--- config.mk ---
export PLATFORM = sky130hd
export DESIGN_NAME = vend_txn_ctrl
export DESIGN_NICKNAME = d
export VERILOG_FILES = /design/src/rtl/vend_txn_ctrl.sv
export SDC_FILE = /design/constraint.sdc
export NUM_CORES = 1
export LEC_CHECK = 0
export BUFFER_PORTS_ARGS = -buffer_cell sky130_fd_sc_hd__buf_2
export CORE_MARGIN = 8
export CORE_UTILIZATION = 46
export CTS_CLUSTER_SIZE = 8
export DETAILED_ROUTE_END_ITERATION = 7
export PLACE_DENSITY = 0.68
export RECOVER_POWER = 50
export SYNTH_ARGS = -nofsm -noshare
export SYNTH_HDL_FRONTEND = slang
export SYNTH_SLANG_ARGS = --single-unit
--- constraint.sdc ---
create_clock -name clk -period 3.8 [get_ports clk]
set_input_delay 0.76 -clock clk [delete_from_list [all_inputs] [get_ports clk]]
set_output_delay 0.76 -clock clk [all_outputs]
set_load 0.01 [all_outputs]
--- src/rtl/vend_txn_ctrl.sv ---
// Vending-machine transaction controller: coin credit, product selection,
// dispenser handshake with timeout refund, and change payout in quarters/nickels.
module vend_txn_ctrl #(
  parameter int unsigned PRICE_0      = 10,
  parameter int unsigned PRICE_1      = 25,
  parameter int unsigned PRICE_2      = 35,
  parameter int unsigned PRICE_3      = 100,
  parameter int unsigned CREDIT_MAX   = 500,
  parameter int unsigned DISP_TIMEOUT = 1000
) (
  input  logic       clk,
  input  logic       rst_n,
  input  logic       dime,
  input  logic       quarter,
  input  logic       dollar,
  input  logic       cancel,
  input  logic [3:0] sel,
  input  logic [3:0] stock,
  output logic       disp_req,
  output logic [1:0] disp_id,
  input  logic       disp_done,
  output logic       chg_req,
  output logic       chg_coin,
  input  logic       chg_ack,
  output logic [9:0] credit,
  output logic       busy,
  output logic       coin_reject,
  output logic       sold_out,
  output logic       vend_led,
  output logic       fault
);

  localparam int unsigned TW = (DISP_TIMEOUT > 1) ? $clog2(DISP_TIMEOUT) : 1;

  typedef enum logic [1:0] {ST_IDLE, ST_CREDIT, ST_DISPENSE, ST_CHANGE} state_t;

  state_t        state, state_nx;
  logic [9:0]    credit_nx;
  logic [TW-1:0] timer, timer_nx;
  logic          disp_req_nx, chg_req_nx, chg_coin_nx;
  logic [1:0]    disp_id_nx;
  logic          coin_reject_nx, sold_out_nx, vend_led_nx, fault_nx;

  logic [1:0]    n_coins;
  logic [10:0]   coin_val, coin_sum;
  logic [1:0]    sel_id;
  logic [9:0]    sel_price, chg_val;

  function automatic logic [9:0] price_of(input logic [1:0] id);
    case (id)
      2'd0:    return 10'(PRICE_0);
      2'd1:    return 10'(PRICE_1);
      2'd2:    return 10'(PRICE_2);
      default: return 10'(PRICE_3);
    endcase
  endfunction

  assign busy = (state == ST_DISPENSE) || (state == ST_CHANGE);

  always_comb begin
    n_coins   = 2'(dime) + 2'(quarter) + 2'(dollar);
    coin_val  = dime ? 11'd10 : quarter ? 11'd25 : dollar ? 11'd100 : 11'd0;
    coin_sum  = {1'b0, credit} + coin_val;
    sel_id    = {sel[3] | sel[2], sel[3] | sel[1]};
    sel_price = price_of(sel_id);
    chg_val   = chg_coin ? 10'd25 : 10'd5;

    state_nx       = state;
    credit_nx      = credit;
    timer_nx       = timer;
    disp_req_nx    = disp_req;
    disp_id_nx     = disp_id;
    chg_req_nx     = chg_req;
    chg_coin_nx    = chg_coin;
    coin_reject_nx = 1'b0;
    sold_out_nx    = 1'b0;
    vend_led_nx    = 1'b0;
    fault_nx       = 1'b0;

    // Coins landing while the machine is busy always go straight to the chute.
    if (busy && n_coins != 2'd0)
      coin_reject_nx = 1'b1;

    case (state)
      ST_IDLE, ST_CREDIT: begin
        // Any coin activity in a cycle takes precedence over sel and cancel.
        if (n_coins != 2'd0) begin
          if (n_coins > 2'd1 || coin_sum > 11'(CREDIT_MAX)) begin
            coin_reject_nx = 1'b1;
          end else begin
            credit_nx = coin_sum[9:0];
            state_nx  = ST_CREDIT;
          end
        end else if (state == ST_CREDIT) begin
          if (cancel) begin
            state_nx = ST_CHANGE;
          end else if ($onehot(sel)) begin
            if (!stock[sel_id]) begin
              sold_out_nx = 1'b1;
            end else if (credit >= sel_price) begin
              credit_nx   = credit - sel_price;
              disp_req_nx = 1'b1;
              disp_id_nx  = sel_id;
              timer_nx    = '0;
              state_nx    = ST_DISPENSE;
            end
          end
        end
      end

      ST_DISPENSE: begin
        if (disp_done) begin
          disp_req_nx = 1'b0;
          vend_led_nx = 1'b1;
          state_nx    = (credit != '0) ? ST_CHANGE : ST_IDLE;
        end else if (timer == TW'(DISP_TIMEOUT - 1)) begin
          disp_req_nx = 1'b0;
          fault_nx    = 1'b1;
          credit_nx   = credit + price_of(disp_id);
          state_nx    = ST_CHANGE;
        end else begin
          timer_nx = timer + 1'b1;
        end
      end

      ST_CHANGE: begin
        // Request rises one cycle after entry or after each ack, giving the gap.
        if (chg_req) begin
          if (chg_ack) begin
            chg_req_nx = 1'b0;
            credit_nx  = credit - chg_val;
            if (credit == chg_val)
              state_nx = ST_IDLE;
          end
        end else if (credit != '0) begin
          chg_req_nx  = 1'b1;
          chg_coin_nx = (credit >= 10'd25);
        end
      end

      default: state_nx = ST_IDLE;
    endcase
  end

  always_ff @(posedge clk) begin
    if (!rst_n) begin
      state       <= ST_IDLE;
      credit      <= '0;
      timer       <= '0;
      disp_req    <= 1'b0;
      disp_id     <= '0;
      chg_req     <= 1'b0;
      chg_coin    <= 1'b0;
      coin_reject <= 1'b0;
      sold_out    <= 1'b0;
      vend_led    <= 1'b0;
      fault       <= 1'b0;
    end else begin
      state       <= state_nx;
      credit      <= credit_nx;
      timer       <= timer_nx;
      disp_req    <= disp_req_nx;
      disp_id     <= disp_id_nx;
      chg_req     <= chg_req_nx;
      chg_coin    <= chg_coin_nx;
      coin_reject <= coin_reject_nx;
      sold_out    <= sold_out_nx;
      vend_led    <= vend_led_nx;
      fault       <= fault_nx;
    end
  end

endmodule

Word-level counts from Yosys, hierarchy flattened
Cells that the tools add are included.
{"block": "word_totals", "register_bits": 31, "input_bits": 16, "out_inout_bits": 20, "wordCells": 152}
{"block": "classes", "n_addsub": 10, "magnitude_cmp": 5, "n_eq_ne": 32, "mux": 65, "n_bitwise": 10, "n_reduce_logical": 19}
{"cell": "10-bit two-way mux", "n": 22}
{"cell": "7-bit case mux with 3 select lines", "n": 2}
{"cell": "10-bit case mux with 3 select lines", "n": 1}
{"cell": "2-bit two-way mux", "n": 13}
{"cell": "7-bit two-way mux", "n": 3}
{"cell": "2-bit != test (second input constant)", "n": 10}
{"cell": "10-bit case mux with 2 select lines", "n": 1}
{"cell": "1-bit two-way mux", "n": 19}
{"cell": "3-bit != test (second input constant)", "n": 6}
{"cell": "9-bit AND reduction", "n": 2}
{"cell": "4-bit != test (second input constant)", "n": 3}
{"cell": "10-bit by 7-bit adder with 11-bit output", "n": 1}
{"cell": "11-bit by 9-bit > comparator with 1-bit output (second input constant)", "n": 1}
{"cell": "10-bit by 1-bit adder with 10-bit output (second input constant)", "n": 1}
{"cell": "10-bit adder", "n": 1}
{"cell": "10-bit == test (second input constant)", "n": 1}
{"cell": "10-bit by 5-bit == test with 1-bit output", "n": 1}
{"cell": "10-bit greater-or-equal comparator", "n": 1}
{"cell": "10-bit by 5-bit greater-or-equal comparator with 1-bit output (second input constant)", "n": 1}
{"cell": "10-bit AND reduction", "n": 1}
{"cell": "10-bit nonzero test", "n": 1}
{"cell": "10-bit subtractor", "n": 1}
{"cell": "10-bit by 5-bit subtractor with 10-bit output", "n": 1}
{"cell": "2-bit == test (second input constant)", "n": 4}
{"cell": "other kinds (26)", "n": 43}

Depth between registers and ports, before layout
Gate-level depths: netlist of run 1.
{"block": "logic_depth", "word_depth": 11, "depth_mapped": 14, "ltp_nobuf": 13}

Least setup slack after synthesis of run 1
OpenSTA, ideal clock, no wires.
{"block": "synth_path", "kind": "input to register", "start": "input port quarter", "end": "register credit[8]", "setup_time_ps": 116, "t_arrival_ps": 3380, "required_ps": 3684, "path_slack_ps": 304, "stages": 12, "n_path_buf": 1, "cell_sequence": "or2_2 -> nor2_1 -> ha_1 -> clkbuf_1 -> a2111oi_0 -> o21ai_1 -> nand4_1 -> mux2i_1 -> o311ai_2 -> o31ai_4 -> nor3_1 -> a31o_2"}
{"block": "synth_via", "elab_chain_len": 7, "word_cells_on_any_way": 19, "classes_between": "add/sub: 3; order compare: 2; eq/ne: 6; mux: 5; reduce/logical: 3"}
{"item": "start, declared", "line_no": "14", "rtl": "input logic quarter,"}
{"item": "7-bit two-way mux (2 in series)", "line_no": "62", "rtl": "coin_val = dime ? 11'd10 : quarter ? 11'd25 : dollar ? 11'd100 : 11'd0;"}
{"item": "10-bit by 7-bit adder with 11-bit output", "line_no": "63", "rtl": "coin_sum = {1'b0, credit} + coin_val;"}
{"item": "11-bit by 9-bit > comparator with 1-bit output", "line_no": "88", "rtl": "if (n_coins > 2'd1 || coin_sum > 11'(CREDIT_MAX)) begin"}
{"item": "1-bit logical OR", "line_no": "88"}
{"item": "3-bit != test (no line)"}
{"item": "10-bit AND reduction (no line)"}
{"item": "end signal, assigned", "line_no": "160", "rtl": "credit <= credit_nx;"}
{"item": "end, declared", "line_no": "25", "rtl": "output logic [9:0] credit,"}
Parallel ways exist; a longest one is shown, timed or not. The select of a mux whose other input is x is not followed.
A chain may end at the register's enable or synchronous reset.

Worst setup path in the final report of run 1
{"block": "layout_path", "start": "input port quarter", "end": "register credit[9]"}
The elaborated chain is that of the path after synthesis.

==> key figures, run 1 <==
Layout
  – Area added between synthesis and finish: 12.37%
  – Nets: 524
  – Share of layout cells above drive strength 1: 10.49%
  – Fin cells: 566
  – Most common cell after layout, fill and taps aside: nor2_1
  – Commonest cells after routing, fill and taps aside: 51 x nor2_1, 37 x ha_1, 31 x dfxtp_1, 30 x nand2_1, 26 x o21ai_0
  – Antenna diodes: 0
  – Sequential Area: 620.6 sq um
  – Fillers: 712
  – Multi-input logic area: 2497 sq um

Timing
  – Worst slew pin tran: 0.9390 ns
  – Max Freq: 279.8 MHz
  – Min Tclk post-route: 3.574 ns
  – Finish-stage setup viols: 0
  – Unrepaired setup endpoints after global routing: no
  – Skew final: 0.008687 ns
  – Max Slew Vio Count: 0
  – Rel. slew slack: 37.40%
  – Final period util: 94.06%
  – Hold Fails Final Rpt: 0

Run
  – Max_cap viols: 0

Synth
  – Seq/Total Area, Yosys: 18.87%
  – Syn nets: 483
  – Primary FF master, synth: dfxtp_1
  – Cells after Synth: 425
  – #FFs+latches synth: 31
  – YS warnings: 0
  – Syn_area_per_cell: 7.737 sq um
  – Synth Cell Area: 3288 sq um
  – Yosys cell types: 66
  – Post-synth EDFFs: 0
  – Asr flop ratio synth: 0%

CTS
  – Clock Latency Late Sink: 0.29 ns
  – CTS resizes: 0
  – Post-CTS repair timing setup buffer count: 0
  – Clock Pin Slew Worst Setup and Hold Paths: 0.06 ns
  – Clock tree buffer depth: 2
  – H-tree lvl count: 2
  – CTS root buf: clkbuf_8
  – Clk sinks: 31
  – CTS tree: yes
  – Total CTS buffers: 5
  – Cts hold-fix bufs: 0

Drt
  – Wire per inst: 16.66 um
  – ANT nets after route: 0
  – Vias/cell: 5.920
  – DR vias: 3351
  – Pre-Repair DR Iteration Count: 5
  – Final wirelength: 9432 um
  – DRC viols: 0
  – DR iter-0 viols: 233

Global routing
  – Vias in the first global route: 3105
  – Initial antenna violation count: 0
  – First-pass GRT wire length: 15660 um
  – Pin count of the biggest net entering global routing: 21
  – Grt total ovfl: 0
  – Tot GR Track Use: 19.04%

Placement
  – Post-DP HPWL: 7323 um
  – Total placed cells including tap cells: 558
  – PortBufs: 35
  – GPL Wtd Cong: 0.9153

Worst setup path
  – Critical Path Sink Type: flop
  – Crit path launch type: primary input
  – Worst endpoint data arrival time: 3.75 ns
  – Crit path max fanout: 4
  – WS Path Type: primary input to flop
  – Required @ worst endpoint: 3.98 ns

Run status
  – Outcome: completed

Min path
  – Hold WC Path Type: flop to flop

Floorplanning
  – Row Count: 31
  – CORE AREA: 7098 sq um
  – Die area: 10110 sq um
  – Die Wd: 100.5 um
  – Ports: 36
  – Chip height: 100.5 um
  – Starting Density: 46.32%

Power
  – Pwr/cell area: 385.3 nW/um^2
  – Final Power: 1.424 mW
  – Leak: 1.572 nW
  – Worst VDD drop: 0.1632 mV
worst paths after layout:
| kind | from | to | slack [ns] | cells past startpoint |
|---|---|---|---|---|
| hold reg to reg | disp_req$_SDFFE_PN0P_ | disp_req$_SDFFE_PN0P_ | 0.48 | 2 |
| setup / recovery | quarter | credit[9]$_SDFFE_PN0P_ | 0.23 | 13 |
| hold / removal | disp_req$_SDFFE_PN0P_ | disp_req$_SDFFE_PN0P_ | 0.48 | 2 |
| setup reg to reg | credit[4]$_SDFFE_PN0P_ | credit[9]$_SDFFE_PN0P_ | 0.50 | 11 |
power breakdown:
part / total, mW / internal [mW] / switching, mW
logic: 0.727 / 0.297 / 0.430
clock network: 0.299 / 0.165 / 0.134
registers: 0.398 / 0.347 / 0.0511
total: 1.42 / 0.809 / 0.615
routing by layer:
metal  share of wire, %  global-route usage (%)  up-vias
met5                  0                       0        -
met4                1.5                   4.302        0
met3                7.6                   5.041       21
met2                 46                   30.41      140
met1                 45                   24.83     1546
li1                   -                       -     1644
final cells by class:
type | instances | area share (%)
clock buffer | 7 | 2.608
clock inverter | 1 | 0.2032
inverter | 25 | 2.540
multi-input combinational | 354 | 67.59
sequential | 31 | 16.80
tap | 99 | 3.353
timing repair buffer | 49 | 6.908
registers in the layout, summed over array words and instances, names as in the netlist:
signal / flops
credit: 10
timer: 10
disp_id: 2
state: 2
chg_coin: 1
chg_req: 1
coin_reject: 1
disp_req: 1
fault: 1
sold_out: 1
vend_led: 1
cell usage after synthesis, types with 4 or more instances:
cell | n | area [sq um]
o221ai_1 | 4 | 35.03
ha_1 | 37 | 462.9
nor2b_1 | 9 | 56.30
a221oi_1 | 4 | 35.03
o21ai_0 | 26 | 130.1
nor3_1 | 13 | 65.06
mux2i_1 | 7 | 70.07
xor2_1 | 17 | 148.9
nand2b_1 | 5 | 31.28
clkbuf_1 | 11 | 41.29
xnor2_1 | 9 | 78.83
a211oi_1 | 13 | 97.59
fa_1 | 5 | 100.1
and3_1 | 6 | 37.54
a21oi_1 | 24 | 120.1
a31oi_1 | 5 | 31.28
nand2_1 | 30 | 112.6
inv_1 | 23 | 86.33
or2_2 | 4 | 25.02
nand3_1 | 15 | 75.07
nand4_1 | 7 | 43.79
dfxtp_1 | 31 | 620.6
a21o_1 | 9 | 67.56
nor2_1 | 51 | 191.4
stage by stage:
stage	cell area (sq um)	hold slack, ns	TNS [ns]	setup WS [ns]	util [%]
6_report	3695	0.4814	0	0.2256	52.05
5_1_grt	3695	0.5133	0	0.03514	52.05
4_1_cts	3732	0.4835	0	0.2472	52.58
3_5_place_dp	3628	0.4746	-0.04574	-0.02883	51.12
3_3_place_gp	3628	0.4673	-0.02190	-0.02190	51.12
2_1_floorplan	3288	0.4695	0	0.3043	-
cells by family after synthesis:
group	share of synthesized area, %
AND/OR/NAND/NOR	22.98
multiplexers	2.473
adder cells (fa/ha/maj)	17.12
buffers and inverters	5.175
XOR/XNOR	6.925
flip-flops	18.87
AO/OA/AOI/OAI	26.45
critical path: stages:
cell and delay (ns):
buf_2 0.12, or2_2 0.30, nor2_1 0.20, ha_1 0.29
a2111oi_0 0.42, o21ai_1 0.22, nand4_1 0.19, mux2i_1 0.23
o311ai_2 0.19, buf_4 0.18, o21ai_0 0.25, o21ai_0 0.13
a32o_1 0.26
(Power assumes the default switching activity.)
==> run 2, diff against run 1 <==
--- a/config.mk
+++ b/config.mk
@@ -7,10 +7,10 @@
 export LEC_CHECK = 0
 export BUFFER_PORTS_ARGS = -buffer_cell sky130_fd_sc_hd__buf_2
 export CORE_MARGIN = 8
-export CORE_UTILIZATION = 46
+export CORE_UTILIZATION = 45
 export CTS_CLUSTER_SIZE = 8
 export DETAILED_ROUTE_END_ITERATION = 7
-export PLACE_DENSITY = 0.68
+export PLACE_DENSITY = 0.67
 export RECOVER_POWER = 50
 export SYNTH_ARGS = -nofsm -noshare
 export SYNTH_HDL_FRONTEND = slang
==> key figures, run 2 (synthesis gave the netlist of run 1 again) <==
Timing
  – Unrepaired setup endpoints after global routing: no
  – Skew final: 0.01003 ns (+0.001345 ns)
  – Hold Fails Final Rpt: 0 (unchanged)
  – Max Freq: 290.4 MHz (+3.8%)
  – Rel. slew slack: 36.07% (-1.3 points)
  – Final WS setup: 0.3563 ns (+0.1307 ns)
  – Worst slew pin tran: 0.9589 ns (+0.01989 ns)
  – Post-route setup TNS: 0 ns (unchanged)
  – Finish-stage setup viols: 0 (unchanged)
  – Max Slew Vio Count: 0 (unchanged)
  – Final period util: 90.62% (-3.4 points)
  – Min Tclk post-route: 3.444 ns (-0.1307 ns)

Layout
  – Antenna diodes: 0 (unchanged)
  – Commonest cells after routing, fill and taps aside: 51 x nor2_1, 37 x ha_1, 31 x dfxtp_1, 30 x nand2_1, 26 x o21ai_0
  – Fin cells: 566 (unchanged)
  – Share of layout cells above drive strength 1: 10.49% (unchanged)
  – Biggest regs: credit (10), timer (10)
  – Area added between synthesis and finish: 12.37% (unchanged)
  – Most common cell after layout, fill and taps aside: nor2_1
  – Nets: 524 (unchanged)

Drt
  – Final wirelength: 9634 um (+2.1%)
  – Vias/cell: 5.860 (-1.0%)
  – DR vias: 3317 (-1.0%)
  – DR iter-0 viols: 287 (+23%)
  – Pre-Repair DR Iteration Count: 5 (unchanged)
  – Wire per inst: 17.02 um (+2.1%)
  – DRC viols: 0 (unchanged)
  – ANT nets after route: 0 (unchanged)

CTS
  – Clk sinks: 31 (unchanged)
  – Total CTS buffers: 5 (unchanged)
  – CTS root buf: clkbuf_8
  – Post-CTS repair timing setup buffer count: 0 (unchanged)
  – H-tree lvl count: 2 (unchanged)
  – Clock Latency Late Sink: 0.30 ns (about the same)
  – CTS tree: yes
  – CTS resizes: 0 (unchanged)
  – Clock Pin Slew Worst Setup and Hold Paths: 0.07 ns (about the same)
  – Clock tree buffer depth: 2 (unchanged)
  – Cts hold-fix bufs: 0 (unchanged)

Placement
  – Total placed cells including tap cells: 558 (unchanged)
  – Dpl ws: 0.09575 ns (+0.1246 ns)
  – GPL Wtd Cong: 0.9235 (+0.90%)
  – Post-DP HPWL: 7569 um (+3.4%)
  – PortBufs: 35 (unchanged)

Floorplanning
  – Ports: 36 (unchanged)
  – Row Count: 31 (unchanged)
  – Chip height: 101.5 um (+0.93%)
  – Starting Density: 45.82% (-0.50 points)
  – Die Wd: 101.5 um (+0.93%)
  – Die area: 10300 sq um (+1.9%)
  – CORE AREA: 7176 sq um (+1.1%)

Min path
  – Hold WC Path Type: flop to flop
  – Hold depth: 2 (unchanged)
  – Hold Path Origin: disp_req$_SDFFE_PN0P_
  – Hold EP: disp_req$_SDFFE_PN0P_

Global routing
  – Tot GR Track Use: 19.26% (+0.22 points)
  – Grt peak-use layer: met2
  – Pin count of the biggest net entering global routing: 21 (unchanged)
  – First-pass GRT wire length: 15680 um (about the same)
  – M3 GR Usage: 3.918% (-1.1 points)
  – Initial antenna violation count: 0 (unchanged)
  – Grt total ovfl: 0 (unchanged)
  – Vias in the first global route: 3142 (+1.2%)
  – Met1 Use GR: 24.94% (+0.11 points)
  – Met2 usage: 30.57% (+0.16 points)

Worst setup path
  – Crit path cell chain: buf_2 > or2_2 > nor2_1 > ha_1 > and3_1 > a221oi_4 > xnor2_1 > nand3_1 > o311ai_2 > buf_4 > o21ai_0 > a21o_1 > o311a_1
  – Biggest cell delay along the critical path: 0.39 ns (-0.03 ns)
  – R2r setup slk: 0.62 ns (+0.12 ns)
  – Critical Path Sink Type: flop
  – Worst endpoint data arrival time: 3.63 ns (-0.12 ns)
  – Worst R2R Path Depth: 11 (unchanged)
  – Crit path max fanout: 4 (unchanged)
  – WS Path Type: primary input to flop
  – Crit path launch type: primary input
  – CP max-delay cell: o311ai_2
  – WP buf/inv: 2 (unchanged)
  – Reg-to-reg endpoint: state[0]$_SDFFE_PN0P_
  – Critical path's top delay family: compound AO/OA/AOI/OAI gates
  – Required @ worst endpoint: 3.98 ns (about the same)
  – Worst r2r src: credit[3]$_SDFFE_PN0P_

Power
  – Worst VDD drop: 0.1583 mV (-3.0%)
  – Pwr/cell area: 389.0 nW/um^2 (+0.96%)
  – Leak: 1.572 nW (unchanged)

Run
  – Max_cap viols: 0 (unchanged)

Run status
  – Outcome: completed
run 2: area by class of cell:
class / count / area [sq um]
fillers: 709 / 3481
inverters: 25 / 93.84
clock buffers: 7 / 96.34
repair buffers: 49 / 255.2
flip-flops and latches: 31 / 620.6
multi-input cells: 354 / 2497
clock inverters: 1 / 7.507
well taps: 99 / 123.9
run 2: stage by stage:
step                      utilization [%]  hold slack (ns)  total power, mW  instance area, sq um
final                               51.49           0.4912            1.437                  3695
after global routing                51.49           0.5243            1.536                  3695
after CTS                           52.01           0.4845            1.439                  3732
after detailed placement            50.57           0.4751            1.130                  3628
after global placement              50.57           0.4645            1.120                  3628
after floorplan                         -           0.4695           0.9153                  3288
run 2: worst max path at each step:
stage          startpoint  slack [ns]                endpoint  cells after the start
4_1_cts           quarter        0.39   state[0]$_SDFFE_PN0P_                     13
6_report          quarter        0.36   state[0]$_SDFFE_PN0P_                     13
3_5_place_dp      quarter         0.1  credit[9]$_SDFFE_PN0P_                     13
3_3_place_gp      quarter        0.13   state[0]$_SDFFE_PN0P_                     13
2_1_floorplan     quarter        0.30  credit[8]$_SDFFE_PN0P_                     12
5_1_grt           quarter        0.19  credit[9]$_SDFFE_PN0P_                     13
run 2: worst register-to-register path, delay by kind of cell, from the launching register on:
| family | cells | cell delay, ns |
|---|---|---|
| DFF | 1 | 0.31 |
| and+or+nand+nor | 2 | 0.38 |
| adders and majority gates | 1 | 0.43 |
| AOI/OAI and AO/OA | 5 | 1.11 |
| xor gates and xnor gates | 1 | 0.21 |
| buffers and inverters | 2 | 0.61 |
run 2: power by group:
group	internal, mW	leakage [nW]	switching (mW)
logic	0.297	1.27	0.432
registers	0.347	0.252	0.0542
clock network	0.165	0.0505	0.142
total	0.809	1.57	0.629
run 2: per-layer routing:
layer	vias up	routed length (um)
met2	136	4271
met3	16	685
li1	1638	-
met4	0	213
met5	-	0
met1	1527	4463
